[src/rtl/fp_round_pack.sv]
// fp_round_pack: two-register rounding/packing stage for a small float format.
// S1 captures the extracted sign/exponent/significand/rounding-bit tuple.
// S2 holds the rounded, packed S/E/F result plus round_up/saturated flags.
// S1 -> S2 advances whenever S2 is empty or being drained, so one tuple per
// cycle can flow and at most two tuples are ever held under backpressure.
module fp_round_pack (
  input  logic       clk,
  input  logic       rst_n,
  input  logic       in_valid,
  output logic       in_ready,
  input  logic       sign_in,
  input  logic [2:0] exponent,
  input  logic [3:0] significand,
  input  logic       fifth_bit,
  output logic       out_valid,
  input  logic       out_ready,
  output logic       S,
  output logic [2:0] E,
  output logic [3:0] F,
  output logic       round_up,
  output logic       saturated,
  output logic [7:0] sat_count
);

  // Packed rounding result layout: {exp[2:0], sig[3:0], round_up, saturated}
  localparam int RES_W = 9;

  // Round-half-up on the fifth bit. A carry out of the significand renormalises
  // to 1000 with exponent+1; at the largest exponent the result clamps to the
  // maximum magnitude instead of wrapping.
  function automatic logic [RES_W-1:0] round_pack(
    input logic [2:0] exp_i,
    input logic [3:0] sig_i,
    input logic       fifth_i
  );
    logic [RES_W-1:0] res;
    if (!fifth_i) begin
      res = {exp_i, sig_i, 1'b0, 1'b0};
    end else if (sig_i != 4'b1111) begin
      res = {exp_i, sig_i + 4'd1, 1'b1, 1'b0};
    end else if (exp_i != 3'b111) begin
      res = {exp_i + 3'd1, 4'b1000, 1'b1, 1'b0};
    end else begin
      res = {3'b111, 4'b1111, 1'b0, 1'b1};
    end
    return res;
  endfunction

  // Stage 1 registers
  logic       s1_valid_r;
  logic       s1_sign_r;
  logic [2:0] s1_exp_r;
  logic [3:0] s1_sig_r;
  logic       s1_fifth_r;

  // Stage 2 registers (drive the outputs directly)
  logic       s2_valid_r;
  logic       s2_sign_r;
  logic [2:0] s2_exp_r;
  logic [3:0] s2_sig_r;
  logic       s2_round_up_r;
  logic       s2_sat_r;
  logic [7:0] sat_count_r;

  // Handshake and datapath nets
  logic             s2_en_s;
  logic             accept_s;
  logic             deliver_s;
  logic [RES_W-1:0] round_s;

  // Handshake decode: S2 can load when empty or draining; S1 can take a new
  // tuple when empty or when its content is moving into S2.
  always_comb begin
    s2_en_s   = !s2_valid_r || out_ready;
    in_ready  = !s1_valid_r || s2_en_s;
    accept_s  = in_valid && in_ready;
    deliver_s = s2_valid_r && out_ready;
  end

  // Rounding of the tuple currently held in S1.
  always_comb begin
    round_s = round_pack(s1_exp_r, s1_sig_r, s1_fifth_r);
  end

  // Stage 1: capture on accept, otherwise drop the valid flag once S2 takes it.
  always_ff @(posedge clk or negedge rst_n) begin
    if (!rst_n) begin
      s1_valid_r <= 1'b0;
      s1_sign_r  <= 1'b0;
      s1_exp_r   <= 3'd0;
      s1_sig_r   <= 4'd0;
      s1_fifth_r <= 1'b0;
    end else if (accept_s) begin
      s1_valid_r <= 1'b1;
      s1_sign_r  <= sign_in;
      s1_exp_r   <= exponent;
      s1_sig_r   <= significand;
      s1_fifth_r <= fifth_bit;
    end else if (s2_en_s) begin
      s1_valid_r <= 1'b0;
    end
  end

  // Stage 2: register the packed result; everything holds under backpressure.
  always_ff @(posedge clk or negedge rst_n) begin
    if (!rst_n) begin
      s2_valid_r    <= 1'b0;
      s2_sign_r     <= 1'b0;
      s2_exp_r      <= 3'd0;
      s2_sig_r      <= 4'd0;
      s2_round_up_r <= 1'b0;
      s2_sat_r      <= 1'b0;
    end else if (s2_en_s) begin
      s2_valid_r    <= s1_valid_r;
      s2_sign_r     <= s1_sign_r;
      s2_exp_r      <= round_s[8:6];
      s2_sig_r      <= round_s[5:2];
      s2_round_up_r <= round_s[1];
      s2_sat_r      <= round_s[0];
    end
  end

  // Count delivered saturated results; free-running 8-bit wrap.
  always_ff @(posedge clk or negedge rst_n) begin
    if (!rst_n) begin
      sat_count_r <= 8'd0;
    end else if (deliver_s && s2_sat_r) begin
      sat_count_r <= sat_count_r + 8'd1;
    end
  end

  assign out_valid = s2_valid_r;
  assign S         = s2_sign_r;
  assign E         = s2_exp_r;
  assign F         = s2_sig_r;
  assign round_up  = s2_round_up_r;
  assign saturated = s2_sat_r;
  assign sat_count = sat_count_r;

endmodule

[config.mk]
export PLATFORM = sky130hd
export DESIGN_NAME = fp_round_pack
export DESIGN_NICKNAME = d
export VERILOG_FILES = /design/src/rtl/fp_round_pack.sv
export SDC_FILE = /design/constraint.sdc
export NUM_CORES = 1
export LEC_CHECK = 0
export BUFFER_PORTS_ARGS = -buffer_cell sky130_fd_sc_hd__buf_2
export CAP_MARGIN = 40
export CORE_MARGIN = 2
export CORE_UTILIZATION = 50
export CTS_CLUSTER_SIZE = 10
export DETAILED_ROUTE_END_ITERATION = 7
export GPL_TIMING_DRIVEN = 1
export MAX_ROUTING_LAYER = met4
export PLACE_DENSITY = 0.72
export SKIP_CTS_REPAIR_TIMING = 1
export SYNTH_ARGS = -nofsm -noshare
export SYNTH_HDL_FRONTEND = slang
export SYNTH_SLANG_ARGS = --single-unit
export TNS_END_PERCENT = 100
[constraint.sdc]
create_clock -name clk -period 2.7 [get_ports clk]
set_clock_uncertainty 0.05 [all_clocks]
set_input_delay 0.135 -clock clk [delete_from_list [all_inputs] [get_ports clk]]
set_output_delay 0.135 -clock clk [all_outputs]
set_load 0.005 [all_outputs]
* Yosys cells after proc, flatten, opt, wreduce, memory -nomap -nowiden
Index checks and enable logic that the tools add are counted.
** Storage, ports and cells
- Register bits after elaboration :: 29
- Output and inout bits :: 20
- Input bits :: 13
- Word-level logic and storage cells :: 30
** Cells by class
- $add $sub $neg :: 3
- Multiplexer cells :: 5
- Equal/unequal tests :: 2
- Reduce and logical (&&, ||, !) cells :: 8
** Operators with widths (number)
- $mux 9 :: 3
- $add 8x1->8 const B :: 1
- $add 4x1->4 const B :: 1
- $ne 4x4->1 const B :: 1
- $add 3x1->3 const B :: 1
- $logic_and 1x1->1 :: 3
- $ne 3x3->1 const B :: 1
- $logic_not 1->1 :: 2
- $logic_or 1x1->1 :: 2
- $mux 1 :: 2
- $reduce_bool 2->1 :: 1

* Depth between registers and ports, before layout
Gate-level depths: netlist of run 1.
- Depth after elaboration :: 5
- Gate-level depth with buffers :: 4
- Mapped depth without buffers :: 4

* Least setup slack after synthesis of run 1
Ideal clock, no wire load.
- Path kind :: register to register
- Start :: register s1_sig_r[0]
- End :: register s2_exp_r[0], in the netlist E[0]
- Data arrival time :: 1.218 ns
- Stages on the path, launching flop included :: 5
- Slack :: 1.340 ns
- Setup time :: 0.092 ns
- Clock period less this slack :: 1.360 ns
- Path buffers :: 0
- Data required time :: 2.558 ns
- Cell sequence :: dfrtp_1 > ha_1 > and4_4 > and3_1 > o31ai_2
** On the way
- Cells in the longest elaborated chain, start to end :: 3
** RTL lines
- from (decl) :: RTL line 53 : logic [3:0] s1_sig_r;
- from (signal assigned) :: RTL line 97 : s1_sig_r <= significand;
- $ne 4x4->1 :: RTL line 39 : end else if (sig_i != 4'b1111) begin
- $mux 9 :: RTL line 39
- $mux 9 :: RTL line 37 : if (!fifth_i) begin
- to (signal assigned) :: RTL line 116 : s2_exp_r <= round_s[8:6];
- to (decl) :: RTL line 59 : logic [2:0] s2_exp_r;
No other way between the ends.
A chain may end at the register's enable or synchronous reset.

* Worst setup path after layout of run 1
- Start :: register s2_valid_r, in the netlist out_valid
- End :: register s2_round_up_r, in the netlist round_up
** On the way
- Cells in the longest elaborated chain, start to end :: 2
** RTL lines
- from (decl) :: RTL line 57 : logic s2_valid_r;
- from (signal assigned) :: RTL line 114 : s2_valid_r <= s1_valid_r;
- $logic_not 1->1 :: RTL line 74 : s2_en_s = !s2_valid_r || out_ready;
- $logic_or 1x1->1 :: RTL line 74
- to (signal assigned) :: RTL line 118 : s2_round_up_r <= round_s[1];
- to (decl) :: RTL line 61 : logic s2_round_up_r;
No other way between the ends.

==> impl_metrics.toml, run 1 <==
[run_status]
run_status = "complete, but fails checks"
violations = "negative hold slack"

[grt]
track_usage = 0.1745
antenna_found_initial = 0
grt_pass1_vias = 903
grt_max_degree = 30
grt_pass1_wl_mm = 4.002
overflow = 0

[clocking]
htreeDepth = 2
cts_sinks = 29
cts.clk_slew.worst_paths_ns = 0.08
cts_tree = "built"
clock_latency_ns = 0.33
root_buffer = "clkbuf_4"
cts_buffers = 5
cts_max_path_buffers = 2

[finish]
drive_above_1_share = 0.3203
syn2layout_area_growth_pct = 25.00
n_antenna_cell = 0
fin_util = 0.6632
nets = 169
fill_cells = 203

[routing]
drcViolationCount = 0
detail-route-antenna-nets = 0
vias = 989
wire_per_inst_um = 13.48
vias_per_cell = 5.404
dr.pass1.iters = 4
drtIter0Drc = 23
finalWirelength_mm = 2.467

[synthesis]
synth_seq_cells = 29
synth_top_family_by_area = "simple AND/OR/NAND/NOR gates"
netlist_area_mm2 = 0.001326
synthSimpleGateAreaFrac = 0.1604
synth_fa_ha_area_frac = 0.02830
synth-warning-count = 0
netlist_instances = 107
synthesis.nets = 123
synth-xor-area-share = 0.04623
synth.top_cell.area_share = 0.5472
synth_area_per_cell_um2 = 12.40
synth_seq_area_share = 0.5472
synth_area_leaders = "dfrtp_1 (55%), mux2_1 (8.5%), ha_1 (2.8%)"
yosys.cell_types.count = 36
synthMuxAreaShare = 0.1094
synth_compound_area_frac = 0.08962
yosysTopAreaCell = "dfrtp_1"

[setup_path]
rrSetupSlack_ns = 1.15
regToRegEndpoint = "round_up"
max_stage_delay_ns = 0.56
critPathTopFamily = "simple AND/OR/NAND/NOR gates"
path_cells = "and2b_1 > mux2_2"
r2r-start = "out_valid"
cp_max_fo = 20
critPathLaunchType = "flip-flop"
worstSetupEndpoint = "round_up"
rr_worst_depth = 2
cp.required_ns = 2.86
critPathKind = "reg -> reg"
critPathBufInv = 0
cp.depth = 2
slowest_stage = "and2b_1"
crit_arrival_ns = 1.71
critPathLaunch = "out_valid"
endpoint_kind = "flip-flop"

[sta]
rsz0062_at_grt = "false"
hold_viol = 1
setup_ws_ns = 1.149
clock.fmax_ghz = 0.6448
period_share = 0.5744
setup_viol = 0
worst_slew_pin_slew_ns = 0.6439
maxSlewViolCount = 0
slew-limit-headroom = 0.5707
holdWs_ns = -0.007384
fin_crit_ns = 1.551
setup_tns_ns = 0

[floorplan]
initial_core_util = 0.5305
coreArea_mm2 = 0.002500
fp.dieW_um = 55.50
die_y_um = 55.50
io_pins = 33
dieArea_mm2 = 0.003080
rows = 18

[power]
ir_drop_mv = 0.4518
leakage_nw = 0.8125
powerDensity_mw_per_mm2 = 591.1

[place]
preCtsSetupSlack_ns = 1.161
dp_hpwl_mm = 1.735
numPortBuffers = 32
gp_congestion = 0.7844

[min_path]
hp-class = "in -> reg"

[job]
drv_cap = 0
-- metrics by stage --
stage	power [mW]	std cells	instance area, um^2
6_report	0.9799	183	1658
5_1_grt	1.038	183	1658
2_1_floorplan	0.6452	107	1326
3_5_place_dp	0.7201	166	1503
4_1_cts	0.9834	173	1558
3_3_place_gp	0.7090	166	1503
-- sequential cells by signal, indices dropped and copies added (netlist names) --
signal / count
F: 4
s1_fifth_r: 1
sat_count: 8
round_up: 1
s1_sig_r: 4
s1_sign_r: 1
s1_valid_r: 1
out_valid: 1
s1_exp_r: 3
E: 3
saturated: 1
S: 1
-- cells in the final DEF (no fill, tap or decap), drive strengths merged, types with 2 or more instances in the layout --
| master | count |
|---|---|
| nand3 | 6 |
| nand4 | 3 |
| dlygate4sd3 | 10 |
| o21ai | 2 |
| xnor2 | 3 |
| nor2 | 5 |
| nor3 | 3 |
| and3 | 2 |
| o31ai | 4 |
| clkbuf | 7 |
| nand2 | 9 |
| a21oi | 3 |
| mux2 | 12 |
| ha | 3 |
| and4 | 2 |
| buf | 32 |
| xor2 | 4 |
| dfrtp | 29 |
-- power by group --
part,total [mW],leakage [nW],switching [mW],internal [mW]
Clock,0.260,0.0314,0.137,0.123
Combinational,0.180,0.423,0.0821,0.0979
Sequential,0.540,0.358,0.0520,0.488
-- final cells by class --
type	count	area [um^2]	area share
repair buffers	42	260.3	0.1570
clock buffers	7	55.05	0.03321
inverters	1	3.754	0.002264
well taps	30	37.54	0.02264
multi-input cells	74	575.6	0.3472
flip-flops and latches	29	725.7	0.4377
-- per-layer routing --
| layer | GRT usage | routed length [um] | part of all wire |
|---|---|---|---|
| met4 | 0.07317 | 46 | 0.019 |
| met5 | - | 0 | 0 |
| met2 | 0.2636 | 1214 | 0.49 |
| met1 | 0.2009 | 1055 | 0.43 |
| met3 | 0.07963 | 151 | 0.061 |
-- cell families after synthesis --
group,Yosys count
fa+ha+maj,3
buf+inv,4
compound gates,15
mux,13
flops,29
simple gates,36
xor+xnor,7
-- synth_stat cells --
library cell  instances
a21oi_1               3
a221oi_2              1
a22o_1                1
a31o_2                1
a31oi_1               1
and2b_1               1
and3_1                2
and4_1                1
and4_4                1
buf_2                 2
buf_6                 1
dfrtp_1              29
ha_1                  3
inv_1                 1
mux2_1               10
mux2_2                2
mux2i_1               1
nand2_1               8
nand2_4               1
nand2b_1              1
nand3_1               4
nand3_2               2
nand3b_2              1
nand4_1               3
nor2_1                5
nor3_1                3
nor3b_1               1
o211ai_1              1
o21a_1                1
o21ai_0               2
o31ai_1               2
o31ai_2               2
or2_1                 1
or2b_1                1
xnor2_1               3
xor2_1                4
-- how the worst min path moves through the flow --
stage | cells past startpoint | startpoint | slack [ns] | end
floorplan | 0 | rst_n | -0.21 | E[0]
global placement | 1 | rst_n | 0.13 | sat_count[0]
detailed placement | 1 | rst_n | 0.15 | sat_count[0]
CTS | 1 | rst_n | -0.21 | sat_count[0]
global route | 2 | in_valid | 0.006 | s1_valid_r
finish | 2 | in_valid | -0.007 | s1_valid_r
Power figures use the tool's default switching activity.
==> run 2: changes to the inputs <==
--- a/config.mk
+++ b/config.mk
@@ -5,6 +5,7 @@
 export SDC_FILE = /design/constraint.sdc
 export NUM_CORES = 1
 export LEC_CHECK = 0
+export ABC_AREA = 1
 export BUFFER_PORTS_ARGS = -buffer_cell sky130_fd_sc_hd__buf_2
 export CAP_MARGIN = 40
 export CORE_MARGIN = 2
@@ -13,7 +14,7 @@
 export DETAILED_ROUTE_END_ITERATION = 7
 export GPL_TIMING_DRIVEN = 1
 export MAX_ROUTING_LAYER = met4
-export PLACE_DENSITY = 0.72
+export PLACE_DENSITY = 0.71
 export SKIP_CTS_REPAIR_TIMING = 1
 export SYNTH_ARGS = -nofsm -noshare
 export SYNTH_HDL_FRONTEND = slang
==> constraint.sdc (replaced) <==
create_clock -name clk -period 1.6 [get_ports clk]
set_clock_uncertainty 0.05 [all_clocks]
set_input_delay 0.08 -clock clk [delete_from_list [all_inputs] [get_ports clk]]
set_output_delay 0.08 -clock clk [all_outputs]
set_load 0.005 [all_outputs]
==> impl_metrics.toml, run 2 <==
[run_status]
run_status = "completed"

[synthesis]
netlist_area_mm2 = 0.001359
synth_fa_ha_area_frac = 0.02762
netlist_instances = 162
synth_edf_count = 0
synth-xor-area-share = 0.03223
synth_area_per_cell_um2 = 8.388
synthSimpleGateAreaFrac = 0.3131
yosysMostFrequentCell = "nand2_1"
synth_flop_cell = "dfrtp_1"
synthesis.nets = 178
synth_seq_cells = 29
yosysTopAreaCell = "dfrtp_1"
synth_compound_area_frac = 0.04236
synth_seq_area_share = 0.5341
synth.top_cell.area_share = 0.5341
synthTopCellsByCount = "nand2_1 (61), dfrtp_1 (29), nor2_1 (17), inv_1 (13), nand3_1 (12)"
yosys.cell_types.count = 21
synthMuxAreaShare = 0
synth_top_family_by_area = "simple AND/OR/NAND/NOR gates"
synthArstFlopShare = 1.000
synth_area_leaders = "dfrtp_1 (53%), nand2_1 (17%), nor2_1 (4.7%)"
synth-warning-count = 0

[sta]
period_share = 0.8983
fin_crit_ns = 1.437
rsz0062_at_grt = "false"
clock.fmax_ghz = 0.6958
slew-limit-headroom = 0.5867
hold_viol = 0
maxSlewViolCount = 0
worst_slew_pin_slew_ns = 0.6199
setup_tns_ns = 0
setup_ws_ns = 0.1627
setup_viol = 0

[floorplan]
rows = 18
io_pins = 33
coreArea_mm2 = 0.002522
fp.dieW_um = 56.13
dieArea_mm2 = 0.003151
die_y_um = 56.13
initial_core_util = 0.5387

[finish]
fin_util = 0.6751
fill_cells = 212
n_antenna_cell = 0
final_common_cell = "nand2_1"
syn2layout_area_growth_pct = 25.32
nets = 226
drive_above_1_share = 0.2190
largest_register_ffs = 8
layoutNonFillerInstCount = 240
final_cell_mix = "nand2_1 (61), buf_2 (32), dfrtp_1 (29)"
final_cell_area_mm2 = 0.001703

[grt]
antenna_found_initial = 0
grt_pass1_vias = 1020
grt_pass1_wl_mm = 4.395
track_usage = 0.1852
grt_max_degree = 30
global_route.usage.met2 = 0.2739
grt.met3_usage = 0.06279
use_met1 = 0.2293
overflow = 0
gr-max-usage-layer = "met2"

[min_path]
hp-class = "in -> reg"

[routing]
drcViolationCount = 0
finalWirelength_mm = 2.572
detail-route-antenna-nets = 0
drtIter0Drc = 30
dr.pass1.iters = 4
vias_per_cell = 4.804
vias = 1153
wire_per_inst_um = 10.72

[clocking]
cts_sinks = 29
root_buffer = "clkbuf_4"
htreeDepth = 2
cts_tree = "built"
cts_max_path_buffers = 2
cts_buffers = 5
clock_latency_ns = 0.32
cts.clk_slew.worst_paths_ns = 0.08

[setup_path]
regToRegEndpoint = "E[1]"
r2r-start = "s1_sig_r[0]"
cp.required_ns = 1.47
crit_arrival_ns = 1.31
worstSetupEndpoint = "in_ready"
endpoint_kind = "primary output"
rrSetupSlack_ns = 0.22
rr_worst_depth = 6
cp_max_fo = 12
critPathLaunch = "out_valid"
critPathLaunchType = "flip-flop"
critPathKind = "reg -> out"

[place]
dp_cells = 223
placed_area_mm2 = 0.001548
preCtsSetupSlack_ns = 0.2384
numPortBuffers = 32
dp_hpwl_mm = 1.819
gp_congestion = 0.8774

[job]
drv_cap = 0

[power]
leakage_nw = 0.9571
powerDensity_mw_per_mm2 = 1021
ir_drop_mv = 0.7058
-- run 2: cell types whose count changed in the layout (fill, tap and decap cells not counted), sizes merged, moves of 2 or more --
cell,change
a21oi,+6
o31ai,-4
inv,+13
nand4,-3
nor2,+13
and3,-2
nand2,+54
xnor2,-2
and4,-2
nand3,+7
mux2,-12
-- run 2: kinds of logic after synthesis --
| kind of cell | count (synthesis) |
|---|---|
| adders and majority gates | 3 |
| xor gates and xnor gates | 5 |
| buffers and inverters | 16 |
| AOI/OAI and AO/OA | 11 |
| and+or+nand+nor | 98 |
| DFF | 29 |
-- run 2: cell type report --
| cell class | instances | area, um^2 | share of cell area |
|---|---|---|---|
| Timing Repair Buffer | 43 | 267.8 | 0.1572 |
| Tap cell | 30 | 37.54 | 0.02204 |
| Clock buffer | 7 | 55.05 | 0.03233 |
| Inverter | 14 | 52.55 | 0.03086 |
| Sequential cell | 29 | 725.7 | 0.4262 |
| Multi-Input combinational cell | 117 | 564.3 | 0.3314 |
-- run 2: where the power goes --
group | switching (mW) | internal, mW
clock | 0.234 | 0.207
combinational | 0.210 | 0.171
sequential | 0.0769 | 0.840
-- run 2: routing by layer --
metal / vias to the layer above / share of wire
met2: 35 / 0.45
met3: 7 / 0.059
met5: - / 0
met4: 0 / 0.023
li1: 606 / -
met1: 505 / 0.46
-- run 2: how the worst min path moves through the flow --
stage	from	end	slack [ns]	cells past startpoint
2_1_floorplan	rst_n	E[0]	-0.27	0
3_3_place_gp	rst_n	sat_count[4]	0.08	1
3_5_place_dp	rst_n	sat_count[4]	0.09	1
4_1_cts	rst_n	sat_count[4]	-0.27	1
5_1_grt	in_valid	s1_sign_r	0.01	3
6_report	in_valid	s1_sign_r	0.002	3
-- run 2: critical path, cell delays in order, from the launching register on --
cell	delay, ns
dfrtp_1	0.40
inv_2	0.06
nor2_4	0.25
nand2_4	0.13
buf_2	0.15
-- run 2: metrics by stage --
stage | total power [mW] | hold slack, ns
2_1_floorplan | 1.143 | -0.2656
3_3_place_gp | 1.286 | 0.08041
3_5_place_dp | 1.296 | 0.09032
4_1_cts | 1.745 | -0.2680
5_1_grt | 1.874 | 0.01070
6_report | 1.739 | 0.002000
